$ cat src/rtl/xor_share_pkg.sv
// Shared definitions for the XOR-package time-sharing scheduler: state
// encoding and default sizing.
package xor_share_pkg;

    localparam int N_REQ_DEF  = 4;
    localparam int WIDTH_DEF  = 4;
    localparam int SETTLE_DEF = 2;

    // Holds SETTLE_CYCLES-1 for the full legal range 1..15.
    localparam int CNT_W = 4;

    typedef enum logic [1:0] {
        ST_IDLE    = 2'd0,
        ST_SETTLE  = 2'd1,
        ST_CAPTURE = 2'd2
    } state_e;

endpackage

$ cat src/rtl/rr_pick.sv
// Combinational round-robin picker: first asserted request at or after ptr,
// ascending with wrap, returned both one-hot and as an index.
module rr_pick #(
    parameter int N_REQ = 4,
    parameter int IDX_W = 2
) (
    input  logic [N_REQ-1:0] req,
    input  logic [IDX_W-1:0] ptr,
    output logic [N_REQ-1:0] winner,
    output logic [IDX_W-1:0] idx,
    output logic             any
);

    localparam logic [IDX_W:0] N_W = (IDX_W + 1)'(N_REQ);

    logic [2*N_REQ-1:0] req_dbl;
    logic [N_REQ-1:0]   rot;
    logic [IDX_W-1:0]   off;
    logic [IDX_W:0]     sum;

    // Doubling the vector turns the wrap-around search into a plain shift.
    assign req_dbl = {req, req};
    assign rot     = N_REQ'(req_dbl >> ptr);

    always_comb begin
        off = '0;
        for (int i = N_REQ - 1; i >= 0; i--) begin
            if (rot[i]) off = IDX_W'(i);
        end
    end

    assign sum    = {1'b0, ptr} + {1'b0, off};
    assign idx    = (sum >= N_W) ? IDX_W'(sum - N_W) : sum[IDX_W-1:0];
    assign any    = |req;
    assign winner = any ? (N_REQ'(1) << idx) : '0;

endmodule

$ cat src/rtl/xor_share_scheduler.sv
// Time-shares one external WIDTH-gate XOR package among N_REQ requesters:
// round-robin grant, hold operands SETTLE_CYCLES, then sample the package.
module xor_share_scheduler
    import xor_share_pkg::*;
#(
    parameter int N_REQ         = N_REQ_DEF,
    parameter int WIDTH         = WIDTH_DEF,
    parameter int SETTLE_CYCLES = SETTLE_DEF
) (
    input  logic                   clk,
    input  logic                   rst_n,
    input  logic [N_REQ-1:0]       req,
    input  logic [N_REQ*WIDTH-1:0] a_in,
    input  logic [N_REQ*WIDTH-1:0] b_in,
    output logic [N_REQ-1:0]       gnt,
    output logic [WIDTH-1:0]       y_out,
    output logic [N_REQ-1:0]       y_valid,
    output logic [WIDTH-1:0]       xor_a,
    output logic [WIDTH-1:0]       xor_b,
    input  logic [WIDTH-1:0]       xor_y,
    output state_e                 state_dbg
);

    localparam int IDX_W = (N_REQ > 1) ? $clog2(N_REQ) : 1;
    localparam logic [IDX_W-1:0] LAST_IDX = IDX_W'(N_REQ - 1);
    localparam logic [CNT_W-1:0] CNT_LOAD = CNT_W'(SETTLE_CYCLES - 1);

    // Handshake: req[k] is a level sampled only while IDLE; gnt[k] stays high
    // from the grant edge until the capture edge; y_valid[k] is a one-cycle
    // strobe with y_out, and needs no acknowledgement.

    state_e           state;
    logic [CNT_W-1:0] settle_cnt;
    logic [IDX_W-1:0] rr_ptr;
    logic [WIDTH-1:0] opa_q;
    logic [WIDTH-1:0] opb_q;

    logic [N_REQ-1:0] pick_oh;
    logic [IDX_W-1:0] pick_idx;
    logic             pick_any;
    logic [WIDTH-1:0] sel_a;
    logic [WIDTH-1:0] sel_b;
    logic [IDX_W-1:0] next_ptr;

    rr_pick #(
        .N_REQ (N_REQ),
        .IDX_W (IDX_W)
    ) u_rr_pick (
        .req    (req),
        .ptr    (rr_ptr),
        .winner (pick_oh),
        .idx    (pick_idx),
        .any    (pick_any)
    );

    // AND-OR mux of the winner's operand slices.
    always_comb begin
        sel_a = '0;
        sel_b = '0;
        for (int k = 0; k < N_REQ; k++) begin
            sel_a = sel_a | (a_in[k*WIDTH +: WIDTH] & {WIDTH{pick_oh[k]}});
            sel_b = sel_b | (b_in[k*WIDTH +: WIDTH] & {WIDTH{pick_oh[k]}});
        end
    end

    assign next_ptr = (pick_idx == LAST_IDX) ? '0 : pick_idx + IDX_W'(1);

    always_ff @(posedge clk or negedge rst_n) begin
        if (!rst_n) begin
            state      <= ST_IDLE;
            settle_cnt <= '0;
            rr_ptr     <= '0;
            opa_q      <= '0;
            opb_q      <= '0;
            gnt        <= '0;
            y_valid    <= '0;
            y_out      <= '0;
        end else begin
            y_valid <= '0;
            case (state)
                ST_IDLE: begin
                    if (pick_any) begin
                        gnt        <= pick_oh;
                        opa_q      <= sel_a;
                        opb_q      <= sel_b;
                        settle_cnt <= CNT_LOAD;
                        rr_ptr     <= next_ptr;
                        state      <= ST_SETTLE;
                    end
                end
                ST_SETTLE: begin
                    if (settle_cnt == '0) begin
                        state <= ST_CAPTURE;
                    end else begin
                        settle_cnt <= settle_cnt - CNT_W'(1);
                    end
                end
                ST_CAPTURE: begin
                    // gnt still identifies the served requester here.
                    y_out   <= xor_y;
                    y_valid <= gnt;
                    gnt     <= '0;
                    state   <= ST_IDLE;
                end
                default: begin
                    state <= ST_IDLE;
                end
            endcase
        end
    end

    assign xor_a     = opa_q;
    assign xor_b     = opb_q;
    assign state_dbg = state;

endmodule

$ cat config.mk
export PLATFORM = sky130hd
export DESIGN_NAME = xor_share_scheduler
export DESIGN_NICKNAME = d
export VERILOG_FILES = /design/src/rtl/xor_share_pkg.sv /design/src/rtl/rr_pick.sv /design/src/rtl/xor_share_scheduler.sv
export SDC_FILE = /design/constraint.sdc
export NUM_CORES = 1
export LEC_CHECK = 0
export ABC_AREA = 1
export CORE_MARGIN = 1.5
export CORE_UTILIZATION = 40
export CTS_BUF_LIST = sky130_fd_sc_hd__clkbuf_16
export CTS_CLUSTER_DIAMETER = 200
export DETAILED_ROUTE_END_ITERATION = 6
export PLACE_DENSITY = 0.74
export SYNTH_ARGS = -nofsm -noshare
export SYNTH_HDL_FRONTEND = slang
export SYNTH_SLANG_ARGS = --single-unit
$ cat constraint.sdc
create_clock -name clk -period 3.2 [get_ports clk]
set_clock_uncertainty 0.2 [all_clocks]
set_input_delay 0.96 -clock clk [delete_from_list [all_inputs] [get_ports clk]]
set_output_delay 0.96 -clock clk [all_outputs]
set_load 0.01 [all_outputs]
# [Word-level counts from Yosys, hierarchy flattened]
# Cells that the tools add are included.
[word_totals] register_bits=28 latchBits=0 ramBits=0 rom_bits=0 output_inout_bits=22 word_cells=60 mem_count=0
[classes] add_sub_neg=4 n_mul=0 div=0 n_lt_le_gt_ge=1 n_eq_ne=6 shifts=2 mux=16 bitwise=14 n_reduce_logical=9
[op_table] op="$and 4x4->4" count=8
[op_table] op="$or 4x4->4" count=6
[op_table] op="$mux 4" count=5
[op_table] op="$mux 2" count=8
[op_table] op="$pmux 4 s2" count=2
[op_table] op="$shr 8x2->4" count=1
[op_table] op="$reduce_and 2->1" count=3
[op_table] op="$eq 2x2->1 const B" count=2
[op_table] op="$logic_not 4->1" count=1
[op_table] op="$ne 2x2->1 const B" count=2
[op_table] op="$pmux 2 s2" count=1
[op_table] op="$reduce_bool 2->1" count=2
[op_table] op="$reduce_or 4->1" count=1
[op_table] op="$shl 1x2->4 const A" count=1
[op_table] op="$sub 4x1->4 const B" count=1
[op_table] op="$add 2x2->3" count=1
[op_table] op="$ge 3x3->1 const B" count=1
[op_table] op="$reduce_and 3->1" count=1
[op_table] op="$add 2x1->2 const B" count=1
[op_table] op="$eq 2x1->1 const B" count=1
[op_table] op="$logic_not 2->1" count=1
[op_table] op="$ne 2x1->1 const B" count=1
[op_table] op="$sub 2x1->2 const B" count=1

# [Depth between registers and ports, before layout]
[logic_depth] word_depth=14 depth_mapped=19 mapped_depth_nobuf=18

# [Modules after synthesis]
# From an unflattened synthesis, not the netlist that was laid out.
[hier_totals] hier_cells=196 area_unflattened_um2=1519.0
[by_module_without_submodules] mod="xor_share_scheduler" n_inst=1 cells_per_inst=152 area_per_inst_um2=1297.5 seq_area_each_um2=700.7
[by_module_without_submodules] mod="rr_pick" n_inst=1 cells_per_inst=44 area_per_inst_um2=221.5 seq_area_each_um2=0.0

# [Least setup slack after synthesis]
# OpenSTA, ideal clock, no wires.
[synth_timing] kind="input -> register" start="input port req[1]" end="register opa_q[3] (netlist: xor_a[3])" setup_ns=0.117 t_arrival_ns=2.893 slack_ns=-0.010 stages=18 n_path_buf=1 cell_sequence="nand2_1 > nand3_1 > nand2_1 > nand3_1 > a21boi_0 > ha_1 > xnor2_1 > inv_1 > nand2_8 > nand2_2 > ha_1 > buf_1 > nand3_1 > nand2_1 > inv_1 > nand2_1 > nor2_1 > nor2_1"
[synth_via] elab_chain_cells=14
[synth_lines] item="start: declaration" line="xor_share_scheduler.sv:12" source="input logic [N_REQ-1:0] req,"
[synth_lines] item="$shr 8x2->4" line="rr_pick.sv:23" source="assign rot = N_REQ'(req_dbl >> ptr);"
[synth_lines] item="$mux 2 (4 in a row)" line="rr_pick.sv:28" source="if (rot[i]) off = IDX_W'(i);"
[synth_lines] item="$add 2x2->3" line="rr_pick.sv:32" source="assign sum = {1'b0, ptr} + {1'b0, off};"
[synth_lines] item="$ge 3x3->1 / $sub 2x1->2 (equally long branches)" line="rr_pick.sv:33" source="assign idx = (sum >= N_W) ? IDX_W'(sum - N_W) : sum[IDX_W-1:0];"
[synth_lines] item="$mux 2" line="rr_pick.sv:33"
[synth_lines] item="$shl 1x2->4" line="rr_pick.sv:35" source="assign winner = any ? (N_REQ'(1) << idx) : '0;"
[synth_lines] item="$mux 4" line="rr_pick.sv:35"
[synth_lines] item="$and 4x4->4" line="xor_share_scheduler.sv:61" source="sel_a = sel_a | (a_in[k*WIDTH +: WIDTH] & {WIDTH{pick_oh[k]}});"
[synth_lines] item="$or 4x4->4 (3 in a row)" line="xor_share_scheduler.sv:61"
[synth_lines] item="end signal: assignment" line="xor_share_scheduler.sv:84" source="opa_q <= sel_a;"
[synth_lines] item="end: declaration" line="xor_share_scheduler.sv:35" source="logic [WIDTH-1:0] opa_q;"
# Parallel ways exist; a longest one is shown, timed or not.
# A chain may end at the register's enable or synchronous reset.

# [Worst setup path in the final report]
[layout_timing] start="input port req[3]" end="register opb_q[2] (netlist: xor_b[2])"
[layout_via] elab_chain_cells=14
[layout_lines] item="$shr 8x2->4" line="rr_pick.sv:23"
[layout_lines] item="$mux 2 (4 in a row)" line="rr_pick.sv:28"
[layout_lines] item="$add 2x2->3" line="rr_pick.sv:32"
[layout_lines] item="$ge 3x3->1 / $sub 2x1->2 (equally long branches)" line="rr_pick.sv:33"
[layout_lines] item="$mux 2" line="rr_pick.sv:33"
[layout_lines] item="$shl 1x2->4" line="rr_pick.sv:35"
[layout_lines] item="$mux 4" line="rr_pick.sv:35"
[layout_lines] item="$and 4x4->4" line="xor_share_scheduler.sv:62" source="sel_b = sel_b | (b_in[k*WIDTH +: WIDTH] & {WIDTH{pick_oh[k]}});"
[layout_lines] item="$or 4x4->4 (3 in a row)" line="xor_share_scheduler.sv:62"
[layout_lines] item="end signal: assignment" line="xor_share_scheduler.sv:85" source="opb_q <= sel_b;"
[layout_lines] item="end: declaration" line="xor_share_scheduler.sv:36" source="logic [WIDTH-1:0] opb_q;"
# Parallel ways exist; a longest one is shown, timed or not.

==> results.toml <==
[setup_path]
path_class = "in -> reg"
critical_path.reg2reg.startpoint = "rr_ptr[0]"
cp.arrival_ns = 2.93
worstPathRequired_ns = 3.16
rrSetupSlack_ns = 0.64
slowest_stage = "dlygate4sd2_1"
crit_path_cell_trace = "dlygate4sd2_1 > nand2_1 > nand3_1 > nand2_1 > nand3_1 > a21boi_2 > ha_2 > xnor2_2 > buf_4 > nand3_4 > nand2_2 > ha_4 > nand3_1 > nand2_1 > inv_1 > nand2_1 > nor2_2 > nor2_1"
cpMostUsedCell = "nand2_1"
cp_max_fo = 9
slowest_delay_ns = 0.26
r2r-end = "xor_b[2]"
crit_path_start_kind = "input pin"
end_kind = "register"
r2r_cells = 18

[floorplan]
die_w_um = 67.33
die_area_um2 = 4533
initial_core_util_pct = 41.38
core_area_um2 = 4000
pin_count = 64
row_count = 23
die_h_um = 67.33

[final_layout]
drive_gt1_share_pct = 16.04
seq_area_um2 = 700.7
stdcell_count = 343
multi_input_area_um2 = 862.1
diodes = 0
syn_to_final_growth_pct = 56.24
layout.nets = 339
n_fill_cell = 342
final_area_um2 = 2586

[route]
ant_nets = 0
routed_wl_um = 4054
vias_per_cell = 4.793
num_vias = 1644
drt_drc_violations_left = 0
routedWlPerCell_um = 11.82
drt_iter0_drc = 90
firstDrtPassIters = 4

[placement]
gp_congestion = 0.7742
placed_cells = 338
dp_slack_ns = -0.3236
post_dp_cell_area_um2 = 2435
io_buffers = 63
dp_hpwl_um = 2987

[clock_network]
path_clk_slew_ns = 0.07
clk_path_buf_depth = 2
tritoncts = "built"
cts-htree-levels = 1
clock-root-buffer = "clkbuf_16"
cts-hold-fix-buffers = 0
cts_buffers = 3
clkLatencyLatePin_ns = 0.26
clock_sinks = 28

[synthesis]
ys_seq_elements = 28
synth_nets = 261
syn_area_um2 = 1655
syn_inst = 216
syn_area_per_cell_um2 = 7.664
ys_seq_area_share_pct = 42.33
yosysWarnings = 0
ys_types = 25

[global_routing]
grt_pass1_wl_um = 6327
antenna_found_initial = 0
grt.total_usage_pct = 18.36
overflow = 0
grt_max_degree = 29
grt_pass1_vias = 1439

[worst_hold_path]
min_path_cells = 1
hold_start = "y_out[1]"
hp-class = "reg -> reg"
whs_endpoint = "y_out[1]"

[sta]
slew_headroom_pct = 75.98
finalHoldViolCount = 0
fin_ws_ns = 0.2312
tightest_slew_ns = 0.3603
period_minus_slack_ns = 2.969
period_share_pct = 92.77
rsz0062_at_grt = "no"
drv_slew = 0
fmax_mhz = 336.8
setup_viol = 0

[power_and_ir_drop]
power.density_nw_per_um2 = 1185
p_total_mw = 3.065
vdd_drop_max_v = 0.0005603
power.leakage_nw = 1.244

[run]
cap_violations = 0

[run_status]
status = "finished, final reports clean"
==> critical path: cells and delay by family <==
| kind | cells | cell delay (ns) |
|---|---|---|
| AO/OA/AOI/OAI | 1 | 0.16 |
| AND/OR/NAND/NOR | 11 | 0.86 |
| XOR/XNOR | 1 | 0.07 |
| adder cells (fa/ha/maj) | 2 | 0.39 |
| buffers and inverters | 3 | 0.47 |
==> routing by layer <==
layer  GRT usage [%]  up-vias  part of all wire [%]
li1                -      843                     -
met1           22.68      744                    42
met2           33.29       55                    52
met3           2.500        2                   5.4
met4           5.102        0                  0.62
met5               0        -                     0
==> area by class of cell <==
cell class | instances | area share [%]
Multi-Input combinational cell | 157 | 33.33
Timing Repair Buffer | 78 | 29.12
Sequential cell | 28 | 27.09
Inverter | 26 | 3.967
Clock buffer | 3 | 2.903
Tap cell | 50 | 2.419
Clock inverter | 1 | 1.161
==> timing repair <==
item                                    CTS  global route
resized for setup                         6             8
pin swaps                                 1             5
endpoints found under the setup margin    9            10
hold endpoints to repair                  0             0
buffers inserted                          0             1
==> worst max path at each step <==
stage	to	depth (start not counted)	startpoint	slack, ns
CTS	xor_a[3]	17	req[0]	0.02
floorplan	xor_a[3]	18	req[1]	0.03
global route	xor_b[2]	17	req[3]	0.02
finish	xor_b[2]	18	req[3]	0.23
global placement	xor_b[0]	18	req[3]	-0.32
detailed placement	xor_a[2]	18	req[3]	-0.32
==> cell usage in the layout, fill, tap and decap left out, types with 5 or more instances in the layout <==
| cell | Yosys | layout |
|---|---|---|
| buf_4 | 2 | 14 |
| clkdlybuf4s50_1 | 0 | 59 |
| nand4_1 | 8 | 8 |
| nor2_1 | 35 | 34 |
| nand2_1 | 57 | 56 |
| inv_1 | 23 | 22 |
| nand3_1 | 22 | 21 |
| dfrtp_1 | 28 | 28 |
| nand2_2 | 4 | 5 |
| o21ai_0 | 7 | 7 |
==> power breakdown <==
part           switching [mW]  internal [mW]  leakage, nW
registers              0.0936          0.509        0.345
clock network           0.124          0.249       0.0511
logic                    1.14          0.951        0.847
total                    1.36           1.71         1.24
==> registers in the layout, indices dropped and copies added (netlist names) <==
signal      flops
gnt             4
state_dbg       2
xor_a           4
settle_cnt      4
y_valid         4
y_out           4
rr_ptr          2
xor_b           4
==> cell usage after synthesis <==
master	n	share of area, %
a21boi_0	1	0.45
a21oi_1	1	0.30
buf_1	2	0.45
buf_4	2	0.91
clkbuf_1	1	0.23
clkinv_4	1	0.53
dfrtp_1	28	42
ha_1	3	2.3
inv_1	23	5.2
inv_2	2	0.45
mux2_2	4	2.7
nand2_1	57	13
nand2_2	4	1.5
nand2_4	2	1.4
nand2_8	1	1.2
nand3_1	22	6.7
nand3_4	3	3.2
nand4_1	8	3.0
nor2_1	35	7.9
nor2_4	2	1.4
nor3_1	2	0.60
nor3_2	1	0.60
o21ai_0	7	2.1
o22ai_1	3	1.1
xnor2_1	1	0.53
==> cell families after synthesis <==
logic type      Yosys count  share of synthesized area, %
mux                       4                         2.721
fa+ha+maj                 3                         2.268
buf+inv                  31                         7.785
xor+xnor                  1                        0.5292
flops                    28                         42.33
simple gates            137                         40.36
compound gates           12                         4.006
==> per-stage QoR <==
step | util (%) | TNS [ns] | hold slack (ns)
after global routing | 64.65 | 0 | 0.3300
after CTS | 63.84 | 0 | 0.3081
after detailed placement | 60.87 | -3.061 | 0.2922
after floorplan | - | 0 | 0.3009
final | 64.65 | 0 | 0.3082
after global placement | 60.87 | -2.938 | 0.2869
Power figures use the tool's default switching activity.
